## src/rtl/control_state_sequencer.sv

```systemverilog
// Sequencer for the multicycle control loop: state register, opcode
// latch, run/halt, memory stalls, traps, retire and cycle counters.
//
// Ports:
//   clk, rst_n    clock, async active-low reset
//   ns            next-state bits from the control PLA
//   ir_write      IRWrite from the PLA
//   instr_in      instruction word from memory
//   mem_ready     memory access completes this cycle
//   start         pulse: leave halt and begin fetching
//   halt_req      level: stop at the next instruction boundary
//   state         current state to the PLA
//   op            registered opcode to the PLA
//   running       sequencer is advancing
//   illegal       sticky trap flag
//   retire_pulse  one pulse per completed instruction
//   retire_cnt    completed-instruction count
//   cycle_cnt     running-cycle count
module control_state_sequencer #(
  parameter int CNT_W  = 32,
  parameter int OP_LSB = 0
) (
  input  logic             clk,
  input  logic             rst_n,
  input  logic [3:0]       ns,
  input  logic             ir_write,
  input  logic [31:0]      instr_in,
  input  logic             mem_ready,
  input  logic             start,
  input  logic             halt_req,
  output logic [3:0]       state,
  output logic [5:0]       op,
  output logic             running,
  output logic             illegal,
  output logic             retire_pulse,
  output logic [CNT_W-1:0] retire_cnt,
  output logic [CNT_W-1:0] cycle_cnt
);

  localparam logic [3:0] S_FETCH    = 4'd0;
  localparam logic [3:0] S_DECODE   = 4'd1;
  localparam logic [3:0] S_MEMREAD  = 4'd3;
  localparam logic [3:0] S_MEMWRITE = 4'd5;
  localparam logic [3:0] S_LAST     = 4'd9;

  logic stall;
  logic trap;
  logic retire;
  logic fetch_halt;
  logic op_load;
  logic unused_instr;

  assign unused_instr = ^instr_in;

  always_comb begin
    stall = 1'b0;
    trap = 1'b0;
    retire = 1'b0;
    fetch_halt = 1'b0;
    op_load = 1'b0;
    stall = !mem_ready &&
      (state == S_FETCH ||
       state == S_MEMREAD ||
       state == S_MEMWRITE);
    trap = running && !stall &&
      ((ns > S_LAST) ||
       (state == S_DECODE && ns == S_FETCH));
    retire = running && !stall && !trap &&
      state != S_FETCH && ns == S_FETCH;
    // a halt in FETCH lands before the fetch moves on,
    // so no partially executed instruction is left behind
    fetch_halt = running && !stall && !trap &&
      state == S_FETCH && halt_req;
    op_load = running && state == S_FETCH &&
      ir_write && mem_ready;
  end

  always_ff @(posedge clk or negedge rst_n) begin
    if (!rst_n) begin
      state        <= S_FETCH;
      op           <= 6'd0;
      running      <= 1'b0;
      illegal      <= 1'b0;
      retire_pulse <= 1'b0;
      retire_cnt   <= '0;
      cycle_cnt    <= '0;
    end else begin
      retire_pulse <= retire;
      if (op_load)
        op <= instr_in[OP_LSB +: 6];
      if (running)
        cycle_cnt <= cycle_cnt + CNT_W'(1);
      if (retire)
        retire_cnt <= retire_cnt + CNT_W'(1);
      if (!running) begin
        state <= S_FETCH;
        if (start && !illegal)
          running <= 1'b1;
      end else if (stall) begin
        state <= state;
      end else if (trap) begin
        illegal <= 1'b1;
        running <= 1'b0;
        state   <= S_FETCH;
      end else if (retire) begin
        state <= S_FETCH;
        if (halt_req)
          running <= 1'b0;
      end else if (fetch_halt) begin
        running <= 1'b0;
      end else begin
        state <= ns;
      end
    end
  end

endmodule

```

## config.mk

```make
export PLATFORM = sky130hd
export DESIGN_NAME = control_state_sequencer
export DESIGN_NICKNAME = d
export VERILOG_FILES = /design/src/rtl/control_state_sequencer.sv
export SDC_FILE = /design/constraint.sdc
export NUM_CORES = 1
export LEC_CHECK = 0
export CELL_PAD_IN_SITES_DETAIL_PLACEMENT = 0
export CELL_PAD_IN_SITES_GLOBAL_PLACEMENT = 2
export CORE_MARGIN = 8
export CORE_UTILIZATION = 26
export CTS_BUF_LIST = sky130_fd_sc_hd__clkbuf_8
export DETAILED_ROUTE_END_ITERATION = 7
export GPL_TIMING_DRIVEN = 1
export PLACE_DENSITY_LB_ADDON = 0.1
export SETUP_SLACK_MARGIN = 0.15
export SLEW_MARGIN = 20
export SYNTH_ARGS = -nofsm -noshare
export SYNTH_HDL_FRONTEND = slang
export SYNTH_SLANG_ARGS = --single-unit
```

## constraint.sdc

```tcl
create_clock -name clk -period 2 [get_ports clk]
set_input_delay 0.4 -clock clk [delete_from_list [all_inputs] [get_ports clk]]
set_output_delay 0.4 -clock clk [all_outputs]
set_load 0.02 [all_outputs]
```

==> results of run 1 <==
-- worst max-delay path by stage --
stage | startpoint | endpoint | slack (ns) | cells past startpoint
4_1_cts | state[0] | retire_cnt[31] | 0.04 | 6
5_1_grt | state[2] | retire_cnt[9] | 0.04 | 6
2_1_floorplan | state[0] | retire_cnt[25] | -0.03 | 7
3_5_place_dp | ns[3] | retire_cnt[31] | -0.57 | 7
3_3_place_gp | ns[3] | retire_cnt[21] | -0.54 | 7
6_report | ns[1] | retire_cnt[31] | 0.13 | 7
-- cell usage after synthesis --
cell       n  area share [%]
and4_1     4             1.0
clkbuf_1   2            0.22
mux2i_1    1            0.29
buf_6      1            0.33
or4_4      2            0.66
nor2_1    17             1.9
dfrtp_1   77              57
nor4_2     2            0.73
nand2_2    1            0.18
a21o_1     1            0.22
nor4b_1    1            0.26
xor2_1    23             5.9
nor3_1    12             1.8
a22o_1     3            0.77
xnor2_1   40              10
o21bai_1   1            0.22
a21oi_1    1            0.15
nor3b_1    1            0.22
or3_1      1            0.18
nand2_1   33             3.6
nand4_1   17             3.1
buf_4      1            0.22
nor2b_1    1            0.18
inv_1      7            0.77
ha_1       2            0.73
o21a_1     1            0.22
mux2_2     7             2.3
nor4_4     1            0.62
and3_1     3            0.55
a221oi_1   1            0.26
o21ai_0    3            0.44
a32o_1     1            0.29
and2_1     1            0.18
or2_2      1            0.18
o31a_1     1            0.26
nand3_1   21             3.1
nor4_1     6             1.1
-- what timing repair did --
action	in CTS	in global routing
hold buffers	1	0
pin swaps	4	5
buffers inserted	2	1
hold endpoints to repair	25	0
gates cloned	0	0
gates resized for setup	39	25
endpoints found under the setup margin	52	59
-- logic make-up after synthesis --
| group | after synthesis | share of synthesized area, % |
|---|---|---|
| simple gates | 125 | 19.6 |
| flops | 77 | 56.5 |
| xor+xnor | 63 | 16.2 |
| compound gates | 13 | 2.83 |
| buf+inv | 11 | 1.54 |
| mux | 8 | 2.61 |
| fa+ha+maj | 2 | 0.734 |
-- flip-flops by register name, summed over array words and instances, names as in the netlist --
register      flops
retire_cnt       32
state             4
running           1
cycle_cnt        32
op                6
retire_pulse      1
illegal           1
-- stage by stage --
stage          hold WS (ns)  TNS [ns]
2_1_floorplan         0.104    -0.227
3_3_place_gp          0.361    -12.87
3_5_place_dp          0.358    -13.40
4_1_cts               0.479         0
5_1_grt               0.499         0
6_report              0.471         0
-- power breakdown --
group	internal (mW)	leakage [nW]	total (mW)	switching, mW
sequential	1.70	1.02	1.80	0.0985
clock	0.499	0.0976	1.06	0.562
combinational	0.426	1.59	0.883	0.457
-- worst register-to-register path: stages, from the launching register on --
cell and delay [ns]:
dfrtp_2 0.43, xnor2_1 0.15, a22o_1 0.26, or4_4 0.60
nor4_4 0.18, xor2_1 0.16
-- routing by layer --
| metal | up-vias | GRT usage (%) | part of all wire [%] |
|---|---|---|---|
| met3 | 12 | 3.13 | 5.7 |
| met1 | 1328 | 13.4 | 44 |
| met4 | 0 | 5.27 | 1.7 |
| met2 | 63 | 18.3 | 48 |
| met5 | - | 0 | 0 |
| li1 | 1326 | - | - |
-- cell type report --
class	count	area [um^2]	share of cell area [%]
sequential	77	1930	37.1
clock buffer	11	151	2.91
inverter	7	26.3	0.504
timing repair buffer	136	1290	24.8
multi-input combinational	211	1570	30.1
clock inverter	4	17.5	0.336
tap	176	220	4.23
==> impl_metrics.json, run 1 <==
{
  "die_w_um": 130,
  "setup_viol": 0,
  "rsz0062_at_grt": "yes",
  "power_mw": 3.74,
  "syn2layout_area_growth_pct": 52.8,
  "cts.clk_slew.worst_paths_ns": 0.08,
  "cts_buffers": 9,
  "path_max_fanout": 6,
  "crit_chain": "dlygate4sd2_1, nor4_4, nand2_2, or4_4, buf_6, nor3_2, xor2_1",
  "r2r_cells": 5,
  "hold_depth": 1,
  "yosys_warnings": 0,
  "maxCapViolations": 0,
  "finalNonFillerCells": 622,
  "dp.cells": 603,
  "power_density_mw_per_mm2": 718,
  "syn_area_per_cell_um2": 11.4,
  "status": "finished clean",
  "fin_skew_ns": 0.0132,
  "min_from": "retire_cnt[31]",
  "hpwl_um": 6810,
  "root_buffer": "clkbuf_8",
  "tightest_slew_ns": 0.390,
  "port_buffers": 92,
  "drt_wl_total_um": 8920,
  "synth_cell_type_count": 37,
  "antenna_found_initial": 0,
  "grt_usage_pct": 11.2,
  "critPathKind": "in -> reg",
  "initial_core_util_pct": 26.2,
  "antenna_cells": 0,
  "p_leak_nw": 2.70,
  "drive_above_1_share_pct": 21.3,
  "final_common_cell": "dfrtp_1",
  "ys_seq_area_share_pct": 56.5,
  "fill_cells": 1363,
  "hold-path-endpoint": "retire_cnt[31]",
  "yosys_register_bits": 77,
  "worst_slack_ns": 0.132,
  "fin_util_pct": 40.0,
  "slew_viol_final": 0,
  "fin_area_mm2": 0.00521,
  "max_freq_ghz": 0.535,
  "netlist_instances": 299,
  "core_mm2": 0.0130,
  "period_share_pct": 93.4,
  "timing.rr.start": "state[0]",
  "r2r_end": "retire_cnt[30]",
  "placementRows": 42,
  "hold_path.class": "reg -> reg",
  "first_pass_iters": 5,
  "cpMaxStageDelayCell": "or4_4",
  "syn-num-nets": 343,
  "final_cell_mix": "71 x dfrtp_1, 42 x clkdlybuf4s50_1, 40 x xnor2_1",
  "io_pins": 119,
  "cp_data_arrival_time_ns": 2.14,
  "grt-ovfl-total": 0,
  "htreeDepth": 3,
  "die_y_um": 130,
  "path_buf_inv": 2,
  "ant_nets": 0,
  "remaining_drc_errors": 0,
  "maxSlewHeadroom_pct": 73.9,
  "setup.worst_path.end_class": "flop",
  "crit_path_max_incr_delay_ns": 0.61,
  "place_congestion": 0.690,
  "nNetsFinal": 486,
  "critical_path.top_delay_family": "simple AND/OR/NAND/NOR gates",
  "grt_pass1_wl_um": 14900,
  "cts_tree": "yes",
  "reg2reg_slack_ns": 0.15,
  "post_drt_wl_per_cell_um": 14.3,
  "syn_area_mm2": 0.00341,
  "dpl_cell_area_mm2": 0.00494,
  "drtIter0Drc": 118,
  "grt_max_degree": 28,
  "final_hold_viol_count": 0,
  "viasPerCell": 4.39,
  "pre_cts_ws_ns": -0.572,
  "dieArea_mm2": 0.0170,
  "critPathLaunchType": "input pin",
  "clk_path_buf_depth": 2,
  "ir_worst_vdd_v": 0.000261,
  "grt_pass1_vias": 2914,
  "clkLatencyLatePin_ns": 0.35,
  "finalCriticalPeriod_ns": 1.87,
  "vias": 2729,
  "clock_sinks": 77,
  "worstPathRequired_ns": 2.28
}
No activity file was read; power rests on OpenSTA's default activity.
==> inputs of run 2 (changes only) <==
--- a/config.mk
+++ b/config.mk
@@ -10,6 +10,7 @@
 export CORE_MARGIN = 8
 export CORE_UTILIZATION = 26
 export CTS_BUF_LIST = sky130_fd_sc_hd__clkbuf_8
+export CTS_CLUSTER_DIAMETER = 120
 export DETAILED_ROUTE_END_ITERATION = 7
 export GPL_TIMING_DRIVEN = 1
 export PLACE_DENSITY_LB_ADDON = 0.1
==> results of run 2 <==
Final layout, timing and power as in run 1 (identical DEF).
==> RTL edit 1, RTL diff (config.mk and constraints of run 2) <==
`CNT_W`: 32 -> 64.
--- a/src/rtl/control_state_sequencer.sv
+++ b/src/rtl/control_state_sequencer.sv
@@ -17,7 +17,7 @@
 //   retire_cnt    completed-instruction count
 //   cycle_cnt     running-cycle count
 module control_state_sequencer #(
-  parameter int CNT_W  = 32,
+  parameter int CNT_W  = 64,
   parameter int OP_LSB = 0
 ) (
   input  logic             clk,
Interface: changed (resized cycle_cnt and retire_cnt); port bits go from 119 to 183. The function was not compared with the original's and may differ.
==> RTL edit 1 against run 2 <==
  * Total power rose by 90%
  * Sequential cell count rose by 64
  * Worst setup slack got worse by 0.028 ns
  * First-iteration DRC count rose to 2.8 times the old value
  * Synthesized area rose by 97%
  * Hold slack got worse by 0.046 ns
  * Wire length rose by 140%
  * Cell area rose by 110%
  * Fmax fell by 1.5%
==> RTL edit 1: results (changes against run 2) <==
Logic synthesis
  • Sequential share of the synthesized area: 52.6% (was 56.5%)
  • FFs w/ async S/R, synth: 100% (unchanged)
  • Largest area contributor in the netlist: dfrtp_1 (unchanged)
  • Synth Area in Compound Gates: 1.47% (was 2.83%)
  • Yosys cell types: 46 (was 37)
  • Syn_nets: 643 (was 343)
  • Synth top area cells: dfrtp_1 53%, xor2_1 8.9%, xnor2_1 7.7%, nand4_1 3.7%, nor3_2 3.1% (was dfrtp_1 57%, xnor2_1 10%, xor2_1 5.9%, nand2_1 3.6%, nand4_1 3.1%)
  • Post-synthesis mux area share: 1.49% (was 2.61%)
  • Syn Inst Count: 599 (was 299)
  • XOR/XNOR Fraction of Synth Area: 16.6% (was 16.2%)

Placed design
  • Port Buffers: 156 (was 92)
  • Placed cells: 1165 (was 603)
  • Pre-CTS setup slack: -0.605 ns (was -0.572 ns)
  • Dpl hpwl: 14800 um (was 6810 um)
  • Post-DP Area: 9390 um2 (was 4940 um2)
  • GPL Wtd Cong: 0.765 (was 0.690)

Setup path
  • R2R Setup Slk: 0.10 ns (was 0.15 ns)
  • Slowest cell on crit path: dfrtp_1 (was or4_4)
  • Slowest stage delay, CP: 0.37 ns (was 0.61 ns)
  • WP data arrival: 2.26 ns (was 2.14 ns)
  • Crit-path max FO: 5 (was 6)

Detailed routing
  • TritonRoute pass-1 iters: 6 (was 5)
  • 1st-iter DRT viols: 325 (was 118)
  • Vias per cell: 4.52 (was 4.39)
  • Wirelength per Cell: 17.0 um (was 14.3 um)

Finish
  • Fillers: 2517 (was 1363)
  • Largest regs: cycle_cnt: 64 flops, retire_cnt: 64 flops, op: 6 flops (was cycle_cnt: 32 flops, retire_cnt: 32 flops, op: 6 flops)
  • # nets final: 964 (was 486)
  • Layout cells sized above 1: 37.4% (was 21.3%)
  • Layout Cells excl Fill: 1268 (was 622)

Timing
  • Worst rel slew slack: 69.9% (was 73.9%)
  • Setup Skew: 0.0173 ns (was 0.0132 ns)
  • Max frequency: 527 MHz (was 535 MHz)

Power and ir drop
  • Clock share of power: 41.1% (was 28.4%)
  • Sequential power share: 44.0% (was 48.0%)
  • Worst vdd ir: 0.413 mV (was 0.261 mV)
  • Pleak: 0.00587 uW (was 0.00270 uW)
  • Internal Power: 5240 uW (was 2620 uW)
  • Combinational power: 1050 uW (was 883 uW)

Global route
  • Vias in the first global route: 6103 (was 2914)
  • Gr usage total: 13.5% (was 11.2%)
  • Largest net degree at the start of global routing: 44 (was 28)

Outcome
  • Run status: finished, final reports clean (unchanged)

CTS
  • CTS HTree Levels: 4 (was 3)
  • Total CTS buffers: 17 (was 9)

Worst hold path
  • Hold Path Class: input port to flop (was flop to flop)
RTL edit 1: layout make-up:
type	count	area, um2	area share [%]
timing repair buffer	306	2750	24.8
inverter	27	101	0.916
clock buffer	17	234	2.11
multi-input combinational	427	3710	33.5
clock inverter	15	270	2.44
sequential	141	3580	32.4
tap	335	419	3.79
RTL edit 1: path summary, 6_finish.rpt:
kind / end / startpoint / cells after the start
setup / recovery: cycle_cnt[60]$_DFFE_PN0P_ / cycle_cnt[39]$_DFFE_PN0P_ / 7
hold / removal: state[0]$_DFFE_PN0P_ / ns[0] / 2
setup reg to reg: cycle_cnt[60]$_DFFE_PN0P_ / cycle_cnt[39]$_DFFE_PN0P_ / 7
hold reg to reg: running$_DFF_PN0_ / illegal$_DFFE_PN0P_ / 1
max in group asynchronous: state[1]$_DFFE_PN0P_ / rst_n / 3
min in group asynchronous: cycle_cnt[27]$_DFFE_PN0P_ / rst_n / 2
RTL edit 1: layer usage:
| layer | global-route usage, % | vias to the layer above | part of all wire, % |
|---|---|---|---|
| met5 | 0 | - | 0 |
| met4 | 3.47 | 0 | 0.83 |
| met3 | 3.84 | 12 | 5.1 |
| met2 | 22.6 | 117 | 50 |
| met1 | 16.9 | 2845 | 44 |
| li1 | - | 2762 | - |
RTL edit 1: timing repair:
action / in CTS / in global routing
hold endpoints to repair: 36 / 0
buffers inserted: 26 / 38
pin swaps: 23 / 56
setup endpoints to repair: 205 / 106
gates resized for setup: 196 / 96
cloned: 3 / 3
hold buffers: 1 / 0
RTL edit 1: logic make-up after synthesis:
| logic type | count (synthesis) |
|---|---|
| AO/OA/AOI/OAI | 12 |
| XOR/XNOR | 127 |
| adder cells (fa/ha/maj) | 2 |
| buffers and inverters | 33 |
| flip-flops | 141 |
| multiplexers | 9 |
| AND/OR/NAND/NOR | 275 |
==> RTL edit 2, RTL diff (settings of run 2) <==
Without the edit above. Reset style: synchronous (`rst_n`), changed in one clocked block. Comments in the files are not updated.
--- a/src/rtl/control_state_sequencer.sv
+++ b/src/rtl/control_state_sequencer.sv
@@ -75,7 +75,7 @@
       ir_write && mem_ready;
   end
 
-  always_ff @(posedge clk or negedge rst_n) begin
+  always_ff @(posedge clk) begin
     if (!rst_n) begin
       state        <= S_FETCH;
       op           <= 6'd0;
Formal check against the unedited RTL: differs if rst_n is asserted again (counterexample within 4 cycles, from zero or initial values and one cycle with rst_n low); with rst_n held inactive, the same outputs for 10 cycles.
==> RTL edit 2 against run 2 <==
  * Cell area grew 9.1%
  * Worst setup slack got worse by 0.048 ns
  * Sequential cell count unchanged
  * Global-route usage rose by 1.4 points
  * Wire length increased by 23%
  * Synthesized area increased by 1.7%
  * Die area is 1.4% higher
  * Largest cell class is now multi-input combinational cells
Power is not compared: it rests on default switching activity, and its combinational part moved more than twofold at a synthesized area within 25%.
==> RTL edit 2: results (changes against run 2) <==
Worst hold path
  • Min-Delay Endpoint: state[3]$_SDFFE_PN0P_ (was retire_cnt[31]$_DFFE_PN0P_)
  • Hold_sp: ns[3] (was retire_cnt[31]$_DFFE_PN0P_)
  • Hold depth: 2 (was 1)

Finish
  • Layout cells sized above 1: 26.9% (was 21.3%)
  • Fillers: 1337 (was 1363)
  • # nets final: 612 (was 486)
  • Layout Cells excl Fill: 749 (was 622)

Logic synthesis
  • Yosys cell types: 39 (was 37)
  • Synth Area in Compound Gates: 8.02% (was 2.83%)
  • Sequential share of the synthesized area: 44.5% (was 56.5%)
  • Syn_nets: 446 (was 343)
  • Post-synthesis mux area share: 2.31% (was 2.61%)

CTS
  • Post-CTS Setup Repair Bufs: 13 (was 2)
  • Worst-Skew Late Latency: 0.37 ns (was 0.35 ns)

Detailed routing
  • Met2 routed WL: 5310 um (was 4310 um)
  • Wirelength per Cell: 14.7 um (was 14.3 um)
  • TritonRoute pass-1 iters: 6 (was 5)

Placed design
  • Dpl hpwl: 7850 um (was 6810 um)
  • GPL Wtd Cong: 0.751 (was 0.690)
  • Pre-CTS setup slack: -0.722 ns (was -0.572 ns)

Setup path
  • Crit-path max FO: 7 (was 6)
  • Worst Reg-to-Reg Cells: 6 (was 5)
  • WP data arrival: 2.23 ns (was 2.14 ns)
  • Slowest stage delay, CP: 0.58 ns (was 0.61 ns)

Outcome
  • Run status: finished, final reports clean (unchanged)

Global route
  • M3 GR Usage: 3.70% (was 3.13%)
  • First-pass GRT wire length: 17800 um (was 14900 um)
  • GR Layer Usage met2: 20.4% (was 18.3%)
  • Gr usage total: 12.7% (was 11.2%)

Timing
  • Tcrit/Tclk final: 95.8% (was 93.4%)
  • Hold slack: 0.308 ns (was 0.471 ns)
  • Worst slew pin tran: 0.393 ns (was 0.390 ns)
RTL edit 2: changes by cell type in the layout (fill, tap and decap cells not counted), moves of 7 or more:
cell,before,now
mux2i_1,1,8
xnor2_1,40,19
mux2_2,7,0
dfrtp_1,71,0
dfxtp_2,0,18
nand2_1,33,18
a21oi_1,1,13
inv_1,9,16
buf_4,38,70
nor2_1,12,62
dfxtp_1,0,57
nand4_1,17,26
o21ai_0,3,11
RTL edit 2: layout make-up:
class | instances | area (um2) | share of cell area (%)
Tap cell | 176 | 220 | 3.87
Timing Repair Buffer | 170 | 1570 | 27.6
Sequential cell | 77 | 1570 | 27.6
Multi-Input combinational cell | 295 | 2030 | 35.7
Clock buffer | 10 | 138 | 2.42
Clock inverter | 6 | 103 | 1.80
Inverter | 15 | 56.3 | 0.991
RTL edit 2: worst max-delay path, delay by kind of cell:
kind	cells	cell delay (ns)
buffers and inverters	2	0.26
and+or+nand+nor	4	1.44
AOI/OAI and AO/OA	1	0.13
